### config.mk
export PLATFORM = sky130hd
export DESIGN_NAME = action_dispatcher
export DESIGN_NICKNAME = d
export VERILOG_FILES = /design/src/rtl/action_dispatcher_pkg.sv /design/src/rtl/action_dispatcher_button_debouncer.sv /design/src/rtl/action_dispatcher.sv
export SDC_FILE = /design/constraint.sdc
export NUM_CORES = 1
export LEC_CHECK = 0
export CORE_MARGIN = 1.5
export CORE_UTILIZATION = 58
export CTS_BUF_LIST = sky130_fd_sc_hd__clkbuf_4 sky130_fd_sc_hd__clkbuf_8
export CTS_CLUSTER_SIZE = 8
export DETAILED_ROUTE_END_ITERATION = 7
export GPL_TIMING_DRIVEN = 0
export PLACE_DENSITY = 0.84
export SKIP_LAST_GASP = 1
export SLEW_MARGIN = 20
export SYNTH_ARGS = -nofsm -noshare
export SYNTH_HDL_FRONTEND = slang
export SYNTH_SLANG_ARGS = --single-unit
export TNS_END_PERCENT = 1
### constraint.sdc
create_clock -name clk -period 5.24 [get_ports clk]
set_input_delay 0.786 -clock clk [delete_from_list [all_inputs] [get_ports clk]]
set_output_delay 0.786 -clock clk [all_outputs]
set_load 0.01 [all_outputs]
### src/rtl/action_dispatcher_pkg.sv
`default_nettype none
// ============================================================================
//  action_dispatcher_pkg
//  Shared definitions for the action dispatcher: the eight 3-bit action
//  codes, the winner codes and the round-sequencing FSM state type.
//  Revision: 1.0  initial release
// ============================================================================
package action_dispatcher_pkg;

   localparam logic [2:0] ACT_KICK   = 3'b000;
   localparam logic [2:0] ACT_PUNCH  = 3'b001;
   localparam logic [2:0] ACT_AWAIT  = 3'b010;
   localparam logic [2:0] ACT_JUMP   = 3'b011;
   localparam logic [2:0] ACT_LEFT1  = 3'b100;
   localparam logic [2:0] ACT_LEFT2  = 3'b101;
   localparam logic [2:0] ACT_RIGHT1 = 3'b110;
   localparam logic [2:0] ACT_RIGHT2 = 3'b111;

   localparam logic [1:0] WIN_NONE = 2'b00;
   localparam logic [1:0] WIN_P1   = 2'b01;
   localparam logic [1:0] WIN_P2   = 2'b10;
   localparam logic [1:0] WIN_DRAW = 2'b11;

   typedef enum logic [1:0] {
      ST_IDLE  = 2'd0,
      ST_DRIVE = 2'd1,
      ST_GAP   = 2'd2,
      ST_OVER  = 2'd3
   } state_t;

   // A player whose health bus reads zero has lost.
   function automatic logic [1:0] winner_code(input logic p1_dead, input logic p2_dead);
      logic [1:0] code;
      code = WIN_NONE;
      if (p1_dead && p2_dead) code = WIN_DRAW;
      else if (p2_dead)       code = WIN_P1;
      else if (p1_dead)       code = WIN_P2;
      return code;
   endfunction

endpackage
`default_nettype wire

### src/rtl/action_dispatcher_button_debouncer.sv
`default_nettype none
// ============================================================================
//  button_debouncer
//  Two-flop synchronizer followed by a stability counter. The synchronized
//  level must differ from the accepted level for DEBOUNCE_CYCLES consecutive
//  cycles before it is accepted; an accepted 0->1 change produces a
//  one-cycle pulse on rise.
//  Ports:
//    clk     in   clock
//    reset   in   asynchronous, active-low reset
//    button  in   raw asynchronous pushbutton, active-high
//    rise    out  one-cycle pulse on debounced rising edge
//  Revision: 1.0  initial release
// ============================================================================
module button_debouncer #(
   parameter int DEBOUNCE_CYCLES = 4
) (
   input  logic clk,
   input  logic reset,
   input  logic button,
   output logic rise
);

   localparam int CW = (DEBOUNCE_CYCLES > 1) ? $clog2(DEBOUNCE_CYCLES) : 1;
   localparam logic [CW-1:0] CNT_LAST = CW'(DEBOUNCE_CYCLES - 1);

   logic          sync1;
   logic          sync2;
   logic          level;
   logic [CW-1:0] cnt;

   always_ff @(posedge clk or negedge reset) begin
      if (!reset) begin
         sync1 <= 1'b0;
         sync2 <= 1'b0;
         level <= 1'b0;
         cnt   <= '0;
         rise  <= 1'b0;
      end else begin
         sync1 <= button;
         sync2 <= sync1;
         rise  <= 1'b0;
         // Any cycle agreeing with the accepted level restarts the count,
         // so a glitch shorter than DEBOUNCE_CYCLES is discarded.
         if (sync2 == level) begin
            cnt <= '0;
         end else if (cnt == CNT_LAST) begin
            cnt   <= '0;
            level <= sync2;
            rise  <= sync2;
         end else begin
            cnt <= cnt + CW'(1);
         end
      end
   end

endmodule
`default_nettype wire

### src/rtl/action_dispatcher.sv
`default_nettype none
// ============================================================================
//  action_dispatcher
//  Debounces both players' commit buttons, latches their selected actions
//  and, once both have committed, dispatches action1/action2 with an
//  ENABLE_CYCLES-long action_enable pulse followed by a GAP_CYCLES low gap.
//  Health is checked on the final gap cycle; a zero health bus ends the game
//  with a sticky game_over and winner code.
//  Optional feature macro: ACTION_TIMEOUT_EN -- when defined, if only one
//  player has committed for TIMEOUT_CYCLES idle cycles, the other player is
//  forced to await and the round is dispatched.
//  Ports:
//    clk, reset               clock, asynchronous active-low reset
//    commit1, commit2         raw commit pushbuttons
//    sel1, sel2 [2:0]         action select switches
//    health1, health2 [1:0]   player health buses
//    action1, action2 [2:0]   dispatched actions
//    action_enable            round strobe (registered)
//    game_over, winner [1:0]  sticky end-of-game flag and winner code
//    round_count [7:0]        rounds dispatched, saturating at 255
//  Revision: 1.0  initial release
// ============================================================================
module action_dispatcher
   import action_dispatcher_pkg::*;
#(
   parameter int DEBOUNCE_CYCLES = 4,
   parameter int ENABLE_CYCLES   = 2,
   parameter int GAP_CYCLES      = 2,
   parameter int TIMEOUT_CYCLES  = 1000
) (
   input  logic       clk,
   input  logic       reset,
   input  logic       commit1,
   input  logic       commit2,
   input  logic [2:0] sel1,
   input  logic [2:0] sel2,
   input  logic [1:0] health1,
   input  logic [1:0] health2,
   output logic [2:0] action1,
   output logic [2:0] action2,
   output logic       action_enable,
   output logic       game_over,
   output logic [1:0] winner,
   output logic [7:0] round_count
);

   localparam int PMAX = (ENABLE_CYCLES > GAP_CYCLES) ? ENABLE_CYCLES : GAP_CYCLES;
   localparam int PW   = (PMAX > 1) ? $clog2(PMAX) : 1;
   localparam logic [PW-1:0] EN_LAST  = PW'(ENABLE_CYCLES - 1);
   localparam logic [PW-1:0] GAP_LAST = PW'(GAP_CYCLES - 1);

   logic          pulse1;
   logic          pulse2;
   logic [2:0]    pend1;
   logic [2:0]    pend2;
   logic          armed1;
   logic          armed2;
   logic          go;
   logic          dispatch;
   logic          p1_dead;
   logic          p2_dead;
   logic [PW-1:0] phase_cnt;
   state_t        state;
   state_t        state_next;

   button_debouncer #(.DEBOUNCE_CYCLES(DEBOUNCE_CYCLES)) u_deb1 (
      .clk    (clk),
      .reset  (reset),
      .button (commit1),
      .rise   (pulse1)
   );

   button_debouncer #(.DEBOUNCE_CYCLES(DEBOUNCE_CYCLES)) u_deb2 (
      .clk    (clk),
      .reset  (reset),
      .button (commit2),
      .rise   (pulse2)
   );

   assign p1_dead = (health1 == 2'b00);
   assign p2_dead = (health2 == 2'b00);

`ifdef ACTION_TIMEOUT_EN
   localparam int TW = $clog2(TIMEOUT_CYCLES + 1);

   logic [TW-1:0] idle_wait;
   logic          one_armed;

   assign one_armed = armed1 ^ armed2;

   // Counts idle cycles spent with exactly one player committed.
   always_ff @(posedge clk or negedge reset) begin
      if (!reset) begin
         idle_wait <= '0;
      end else if (dispatch || !(state == ST_IDLE && one_armed)) begin
         idle_wait <= '0;
      end else begin
         idle_wait <= idle_wait + TW'(1);
      end
   end

   assign go = (armed1 && armed2) || (one_armed && (idle_wait == TW'(TIMEOUT_CYCLES)));
`else
   assign go = armed1 && armed2;
`endif

   // ---------------------------------------------------------------- FSM --
   always_ff @(posedge clk or negedge reset) begin
      if (!reset) state <= ST_IDLE;
      else        state <= state_next;
   end

   always_comb begin
      state_next = state;
      dispatch   = 1'b0;
      case (state)
         ST_IDLE: begin
            if (go) begin
               state_next = ST_DRIVE;
               dispatch   = 1'b1;
            end
         end
         ST_DRIVE: begin
            if (phase_cnt == EN_LAST) state_next = ST_GAP;
         end
         ST_GAP: begin
            // Health is only trusted here: players act on the first enabled
            // edge, so their buses have settled by the end of the gap.
            if (phase_cnt == GAP_LAST) state_next = (p1_dead || p2_dead) ? ST_OVER : ST_IDLE;
         end
         ST_OVER: begin
            state_next = ST_OVER;
         end
         default: begin
            state_next = ST_IDLE;
         end
      endcase
   end

   always_ff @(posedge clk or negedge reset) begin
      if (!reset) begin
         phase_cnt <= '0;
      end else if (state_next != state) begin
         phase_cnt <= '0;
      end else if (state == ST_DRIVE || state == ST_GAP) begin
         phase_cnt <= phase_cnt + PW'(1);
      end
   end

   // ------------------------------------------------------ commit capture --
   // A pulse landing on the dispatch cycle wins over the clear, so it is
   // carried into the next round rather than lost.
   always_ff @(posedge clk or negedge reset) begin
      if (!reset) begin
         pend1  <= ACT_AWAIT;
         pend2  <= ACT_AWAIT;
         armed1 <= 1'b0;
         armed2 <= 1'b0;
      end else begin
         if (pulse1 && state != ST_OVER) begin
            pend1  <= sel1;
            armed1 <= 1'b1;
         end else if (dispatch) begin
            armed1 <= 1'b0;
         end
         if (pulse2 && state != ST_OVER) begin
            pend2  <= sel2;
            armed2 <= 1'b1;
         end else if (dispatch) begin
            armed2 <= 1'b0;
         end
      end
   end

   // ------------------------------------------------------------ outputs --
   always_ff @(posedge clk or negedge reset) begin
      if (!reset) begin
         action1       <= ACT_AWAIT;
         action2       <= ACT_AWAIT;
         action_enable <= 1'b0;
         game_over     <= 1'b0;
         winner        <= WIN_NONE;
         round_count   <= 8'd0;
      end else begin
         action_enable <= (state_next == ST_DRIVE);
         game_over     <= (state_next == ST_OVER);
         if (dispatch) begin
            // An unarmed player can only reach dispatch through the timeout.
            action1 <= armed1 ? pend1 : ACT_AWAIT;
            action2 <= armed2 ? pend2 : ACT_AWAIT;
            if (round_count != 8'hFF) round_count <= round_count + 8'd1;
         end
         if (state_next == ST_OVER && state != ST_OVER) begin
            winner <= winner_code(p1_dead, p2_dead);
         end
      end
   end

endmodule
`default_nettype wire

# After elaboration in Yosys (flattened, before gate mapping)
# Index checks and enable logic that the tools add are counted.
# op_classes
addsub	4
eq_ne	12
muxes	25
bitwise	2
n_reduce_logical	16
# op_table
op	n
$mux 2	11
$mux 1	11
$eq 2x2->1 const B	5
$add 8x1->8 const B	1
$ne 8x8->1 const B	1
$pmux 2 s4	1
$logic_not 2->1	3
$mux 3	2
$reduce_and 2->1	3
$reduce_bool 2->1	3
$logic_and 1x1->1	5
$add 2x1->2 const B	2
$eq 2x1->1 const B	2
$eq 1x1->1	2
$logic_or 1x1->1	2
$ne 2x2->1	1
$ne 2x2->1 const B	1
$not 1->1	2
$add 1x1->1 const B	1
# word_totals
reg_bits	41
input_bits	14
out_inout_bits	18
word_cells	81

# Logic depth before layout (Yosys ltp)
# Gate-level depths: netlist of run 1.
# logic_depth
ltp_word	7
ltp_mapped	6
depth_no_buf	6

# Cells and area by module
# From an unflattened synthesis of run 1, not the netlist that was laid out.
# unflattened
hier_cells	135
hier_area_um2	1795.5
# modules_own_cells
mod	instances	cells_per_inst	area_per_inst_um2	seq_area_each_um2
action_dispatcher	1	111	1377.6	730.7
button_debouncer	2	12	209.0	150.1

# Worst setup path after synthesis of run 1
# No wires, ideal clock.
# synth_timing
path_type	in2reg
from	in health1[1]
to	reg winner[1]
arrival_time_ns	1.744
t_required_ns	5.113
slack_ns	3.368
stages	4
n_path_buf	0
cell_sequence	o22a_1 -> a221o_1 -> a21o_1 -> mux2_1
# synth_via
elab_chain_len	7
elab_cells_between_ends	11
cone_classes	eq/ne (1); mux (6); reduce/logical (4)
# synth_rtl
element	line_no	text
from (decl)	action_dispatcher.sv:37	input logic [1:0] health1,
$logic_not 2->1 *	action_dispatcher.sv:80	assign p1_dead = (health1 == 2'b00);
$logic_or 1x1->1	action_dispatcher.sv:129	if (phase_cnt == GAP_LAST) state_next = (p1_dead || p2_dead) ? ST_OVER : ST_IDLE;
$mux 2 (2 in series)	action_dispatcher.sv:129	
$pmux 2 s4	action_dispatcher.sv:116	case (state)
$eq 2x2->1	action_dispatcher.sv:193	if (state_next == ST_OVER && state != ST_OVER) begin
$logic_and 1x1->1	action_dispatcher.sv:193	
to (signal assigned)	action_dispatcher.sv:194	winner <= winner_code(p1_dead, p2_dead);
to (decl)	action_dispatcher.sv:43	output logic [1:0] winner,
# Every way passes the cells marked *; elsewhere a longest branch is shown, timed or not.
# A chain may end at the register's enable or synchronous reset.

# Final worst setup path of run 1
# layout_timing
from	reg action1[1]
to	out action1[1]
# layout_lines
element	line_no	text
from (decl)	action_dispatcher.sv:39	output logic [2:0] action1,
from (signal assigned)	action_dispatcher.sv:189	action1 <= armed1 ? pend1 : ACT_AWAIT;
# No word-level cell between the ends.

==> run summary, run 1 <==
outcome: finished clean
CTS root buf: clkbuf_4
sequential share of the synthesized area: 0.5795
vias in the first global route: 1169
total wire length: 3.044 mm
Longest Clk Path Bufs: 2
grt ovf: 0
Worst Path Buf+Inv: 1
input/output buffers: 31
floorplan core area: 2829 um^2
CTS resizes: 0
H-tree levels: 2
Slew @ Worst Pin: 666.0 ps
post-synthesis cell type count: 36
syn_nets: 158
Peak VDD IR: 0.3204 mV
I/O pin cnt: 32
Peak Freq: 451.0 MHz
P_leak: 0.001061 uW
Initial Util: 0.6289
CP max stage delay: 550 ps
detailed-route via count: 1184
DPL Wire Length: 2.311 mm
critical path class: flop to primary output
CTS tree: built
Worst Path Required: 4450 ps
ant diodes: 0
layout cells sized above 1: 0.2045
Power per Cell Area: 256.5 nW/um^2
min Tclk post-route: 2218 ps
CTS Buf Count: 5
Avg WL per Cell: 14.71 um
initial antenna violation count: 0
delay-heaviest family, CP: flip-flops
die area: 3409 um^2
DRC errors left: 0
global route hottest layer: met2
clk_skew: 3.591 ps
dpl ws: 2727 ps
crit-path cells: clkdlybuf4s50_1
CP Max Fanout: 2
Synth Cell Area: 1779 um^2
synthesized area per cell: 13.08 um^2
main flop type after synthesis: dfrtp_1
CTS sink count: 41
placer congestion estimate: 0.8539
Hold/Removal Path Class: input pin to async pin
FF/Latch Area: 1031 um^2
postcts setup bufs: 0
hold-fix buffers at CTS: 0
post-route worst setup slack: 3022 ps
# setup viols final: 0
Mapped Cells: 136
Synth top area share: 0.5204
top cells by count, synth: dfrtp_1 (37), mux2_2 (15), nor2_1 (10)
Reg clk slew, reported paths: 120 ps
setup repair after global routing missed its margin: false
synth warn: 0
1st-iter DRT viols: 51
DRT antenna net count: 0
met1 Track Usage GR: 0.2564
Max Slew Vio Count: 0
worst hold margin: 368.2 ps
layout net count: 197
Die X: 58.39 um
Synth async-reset ratio: 1.000
Slowest cell on crit path: dfstp_2
setup TNS: 0 ps
placed insts: 199
Layout area overhead: 24.26%
Power Total: 567.0 uW
cell with the most instances after synthesis: dfrtp_1
Vert. Die Dim: 58.39 um
Yosys reg bits: 41
Filler Cells Inserted: 179
post-DR vias/cell: 5.720
Post-synth EDFFs: 0
pin count of the biggest net entering global routing: 23
All-Layer GR Usage: 0.2048
met3 usage: 0.07253
Hold Violations, Final: 0
Critical Path Source Type: flop
TritonRoute pass-1 iters: 4
Site Rows: 19
Max-Cap Viols: 0
crit share post-route: 0.4232
Multi-input gate area: 710.7 um^2
first-pass GRT wire length: 5.119 mm
final std cells w/o fill: 207
CP Capture Type: primary output
met2 usage: 0.3242
Max-slew headroom: 0.5560
Synth area leader: dfrtp_1
Synth area leaders: dfrtp_1 (52%), mux2_2 (9.5%), dfstp_2 (5.9%), ha_1 (5.6%), xor2_1 (3.9%)
Critical Path AT: 1430 ps
worst skew pair latency: 350 ps
==> layout by cell type (no fill, tap or decap), types with 4 or more instances in the layout <==
| master | instances |
|---|---|
| xor2_1 | 8 |
| dfrtp_1 | 37 |
| nand3_1 | 7 |
| inv_1 | 7 |
| clkdlybuf4s50_1 | 30 |
| ha_1 | 8 |
| mux2_2 | 15 |
| nor2_1 | 10 |
| nor3_1 | 4 |
| clkbuf_4 | 5 |
| dfstp_2 | 4 |
==> cells by family after synthesis <==
| kind of cell | Yosys count | synth area share |
|---|---|---|
| AOI/OAI and AO/OA | 18 | 0.08510 |
| xor gates and xnor gates | 11 | 0.05415 |
| adders and majority gates | 8 | 0.05626 |
| buffers and inverters | 8 | 0.02110 |
| DFF | 41 | 0.5795 |
| muxes | 16 | 0.1013 |
| and+or+nand+nor | 34 | 0.1027 |
==> metrics by stage <==
stage / cell area, um^2 / util
floorplan: 1779 / -
global placement: 2128 / 0.7523
detailed placement: 2151 / 0.7603
CTS: 2211 / 0.7815
global route: 2211 / 0.7815
finish: 2211 / 0.7815
==> flip-flops by register name, summed over array words and instances, names as in the netlist, 2 cells and up <==
register	count
action2	3
pend1	3
winner	2
u_deb2.cnt	2
pend2	3
u_deb1.cnt	2
state	2
round_count	8
action1	3
==> worst reg2reg max path: stages, from the launching register on <==
cell      delay [ps]
dfrtp_1          510
inv_1            180
ha_1             160
nand3_1          340
o21bai_1         440
nor3_1           280
xor2_1           170
==> path summary, 6_finish.rpt <==
check                             start              to  slack, ps  cells after the start
max in group asynchronous         reset      action2[1]       4320                      2
hold reg to reg            u_deb2.sync1    u_deb2.sync2        370                      0
setup / recovery             action1[1]      action1[1]       3020                      1
min in group clk           u_deb2.sync1    u_deb2.sync2        370                      0
setup reg to reg               state[0]  round_count[6]       3090                      6
hold / removal                    reset  round_count[0]        370                      1
==> area by class of cell <==
cell class                 count  share of cell area
multi-input combinational     87              0.3214
inverter                       7             0.01188
sequential                    41              0.4663
timing repair buffer          32              0.1505
clock inverter                 3             0.01019
tap                           31             0.01754
buffer                         1            0.005093
clock buffer                   5             0.01698
==> report_power, final <==
part           switching [uW]  internal, uW
Sequential               12.3           340
Clock                     103          51.8
Combinational            25.6          34.6
Total                     141           426
==> metal layers <==
metal | routed length (um) | up-vias
li1 | - | 562
met1 | 1276 | 592
met2 | 1594 | 23
met3 | 131 | 7
met4 | 41 | 0
met5 | 0 | -
(Power assumes the default switching activity.)
==> run 2: changes to the inputs <==
--- a/config.mk
+++ b/config.mk
@@ -6,12 +6,12 @@
 export NUM_CORES = 1
 export LEC_CHECK = 0
 export CORE_MARGIN = 1.5
-export CORE_UTILIZATION = 58
+export CORE_UTILIZATION = 48
 export CTS_BUF_LIST = sky130_fd_sc_hd__clkbuf_4 sky130_fd_sc_hd__clkbuf_8
 export CTS_CLUSTER_SIZE = 8
 export DETAILED_ROUTE_END_ITERATION = 7
 export GPL_TIMING_DRIVEN = 0
-export PLACE_DENSITY = 0.84
+export PLACE_DENSITY = 0.74
 export SKIP_LAST_GASP = 1
 export SLEW_MARGIN = 20
 export SYNTH_ARGS = -nofsm -noshare
==> constraint.sdc (replaced) <==
create_clock -name clk -period 2 [get_ports clk]
set_input_delay 0.3 -clock clk [delete_from_list [all_inputs] [get_ports clk]]
set_output_delay 0.3 -clock clk [all_outputs]
set_load 0.01 [all_outputs]
==> run 2 against run 1 <==
Compared with the run above:
- non-clock buffer count is 4 higher
- critical path depth is 4 higher
- worst setup slack worse by 2900 ps
- first-iteration DRC count is 25% higher
- power grew to 2.9 times the previous value
- sequential power grew to 2.6 times the previous value
- combinational power grew to 2.6 times the previous value
- critical path type is now flop to flop
- largest cell class unchanged
- highest routed layer unchanged
==> run summary, run 2 (same netlist as run 1, synthesis figures left out) <==
outcome: finished clean
Power Total: 1617 uW (+190%)
detailed-route via count: 1175 (-0.76%)
Critical Path AT: 2070 ps (+640 ps)
CTS sink count: 41 (unchanged)
Slowest cell on crit path: dfrtp_2
first-pass GRT wire length: 5.319 mm (+3.9%)
# setup viols final: 0 (unchanged)
worst skew pair latency: 280 ps (-70 ps)
Layout area overhead: 29.82%
CP Capture Type: flop
floorplan core area: 3442 um^2 (+22%)
end of the worst hold path: u_deb1.sync2
clk_skew: 8.547 ps (+4.955 ps)
Sequential Power Share: 0.575 (-0.046)
Site Rows: 21 (+2)
critical path class: flop to flop
vias in the first global route: 1169 (unchanged)
CTS root buf: clkbuf_8
ant diodes: 0 (unchanged)
most common cell after layout, fill and taps aside: dfrtp_1
Initial Util: 0.5169 (-0.1120)
Critical Path Source Type: flop
Register-to-Register Path Depth: 5 (-1)
internal power: 1255 uW (+190%)
DRC errors left: 0 (unchanged)
Sw Ratio: 0.2242 (-0.02448)
delay-heaviest family, CP: flip-flops
All-Layer GR Usage: 0.1668 (-0.03796)
initial antenna violation count: 0 (unchanged)
setup repair after global routing missed its margin: true
CP max stage delay: 470 ps (-80 ps)
P_leak: 0.001099 uW (+3.6%)
placer congestion estimate: 0.8224 (-3.7%)
Vert. Die Dim: 63.88 um (+9.4%)
1st-iter DRT viols: 64 (+25%)
Reg clk slew, reported paths: 80 ps (-40 ps)
total wire length: 3.112 mm (+2.2%)
reg2reg end: winner[0]
CP Max Fanout: 7 (+5)
CTS Buf Count: 5 (unchanged)
Worst Path Buf+Inv: 0 (-1)
reg-to-reg startpoint: state[0]
Peak VDD IR: 0.7454 mV (+130%)
DRT antenna net count: 0 (unchanged)
Hold Violations, Final: 0 (unchanged)
post-DR vias/cell: 5.199 (-9.1%)
stages on the worst setup path: 5 (+4)
Longest Clk Path Bufs: 2 (unchanged)
Worst Path Required: 2160 ps (-2290 ps)
Max-slew headroom: 0.7224 (+0.1664)
Slew @ Worst Pin: 416.4 ps (-249.6 ps)
Hold Startpoint: u_deb1.sync1
DPL Wire Length: 2.272 mm (-1.7%)
logic gate share of total power: 0.098 (-0.008)
setup TNS: 0 ps (unchanged)
Filler Cells Inserted: 264 (+47%)
most frequent cells in the layout: dfrtp_1 (35), clkdlybuf4s50_1 (30), mux2_2 (15)
Avg WL per Cell: 13.77 um (-6.4%)
input/output buffers: 31 (unchanged)
I/O pin cnt: 32 (unchanged)
H-tree levels: 2 (unchanged)
crit share post-route: 0.9561
Hold/Removal Path Class: flop to flop
layout net count: 201 (+2.0%)
Power per Cell Area: 700.1 nW/um^2 (+170%)
Worst Hold Depth: 0
Clock Power Share: 0.327 (+0.054)
Top reg by flops: round_count
TritonRoute pass-1 iters: 4 (unchanged)
min Tclk post-route: 1912 ps
pin count of the biggest net entering global routing: 27 (+17%)
Max Slew Vio Count: 0 (unchanged)
crit-path cells: ha_1, nor4b_2, a221o_1, a21o_1, mux2_2
Die X: 63.88 um (+9.4%)
Max-Cap Viols: 0 (unchanged)
Peak Freq: 523.0 MHz
grt ovf: 0 (unchanged)
layout cells sized above 1: 0.2611 (+0.05657)
die area: 4081 um^2 (+20%)
Largest register FFs: 8 (unchanged)
CTS tree: built
Switching Power: 362.5 uW (+160%)
reg-to-reg setup timing slack: 90 ps (-3000 ps)
run 2: power groups by stage:
stage	Clock [uW]	Sequential, uW	Combinational [uW]
global placement	0	937	145
global route	585	939	181
detailed placement	0	943	161
floorplan	0	934	88.5
finish	528	930	159
CTS	545	928	164
run 2: metal layers:
metal | up-vias | GRT usage | wire, um
met4 | 0 | 0.05707 | 29
met2 | 21 | 0.2865 | 1627
li1 | 562 | - | -
met3 | 4 | 0.04225 | 102
met5 | - | 0 | 0
met1 | 588 | 0.2035 | 1353
run 2: timing repair:
item	in CTS	in global routing
pin swaps	0	1
gates resized for setup	2	7
setup endpoints to repair	10	10
hold buffers	1	0
buffers inserted	0	3
endpoints found under the hold margin	15	0
run 2: layout make-up:
cell class | count | area, um^2 | share of cell area
flip-flops and latches | 41 | 1033 | 0.4475
multi-input cells | 87 | 726.9 | 0.3147
repair buffers | 36 | 365.4 | 0.1582
clock buffers | 7 | 83.83 | 0.03629
well taps | 46 | 57.56 | 0.02492
inverters | 7 | 26.28 | 0.01138
plain buffers | 1 | 11.26 | 0.004875
clock inverters | 1 | 5.005 | 0.002167
run 2: worst max-delay path by stage:
| stage | from | to | slack (ps) |
|---|---|---|---|
| after global routing | state[1] | winner[1] | -10 |
| after global placement | reset | winner[1] | -260 |
| after detailed placement | state[0] | round_count[7] | -150 |
| after floorplan | state[0] | winner[1] | 200 |
| after CTS | state[0] | phase_cnt | -120 |
| final | state[0] | winner[0] | 90 |
run 2: metrics by stage:
stage	worst slack (ps)	instance area (um^2)	cells	util	hold slack, ps
3_3_place_gp	-258.6	2147	213	0.6238	333.6
2_1_floorplan	199.4	1779	136	-	4.409
4_1_cts	-117.4	2277	223	0.6616	354.1
6_report	87.81	2310	226	0.6710	350.8
3_5_place_dp	-149.3	2170	214	0.6303	257.3
5_1_grt	-10.19	2310	226	0.6710	357.4
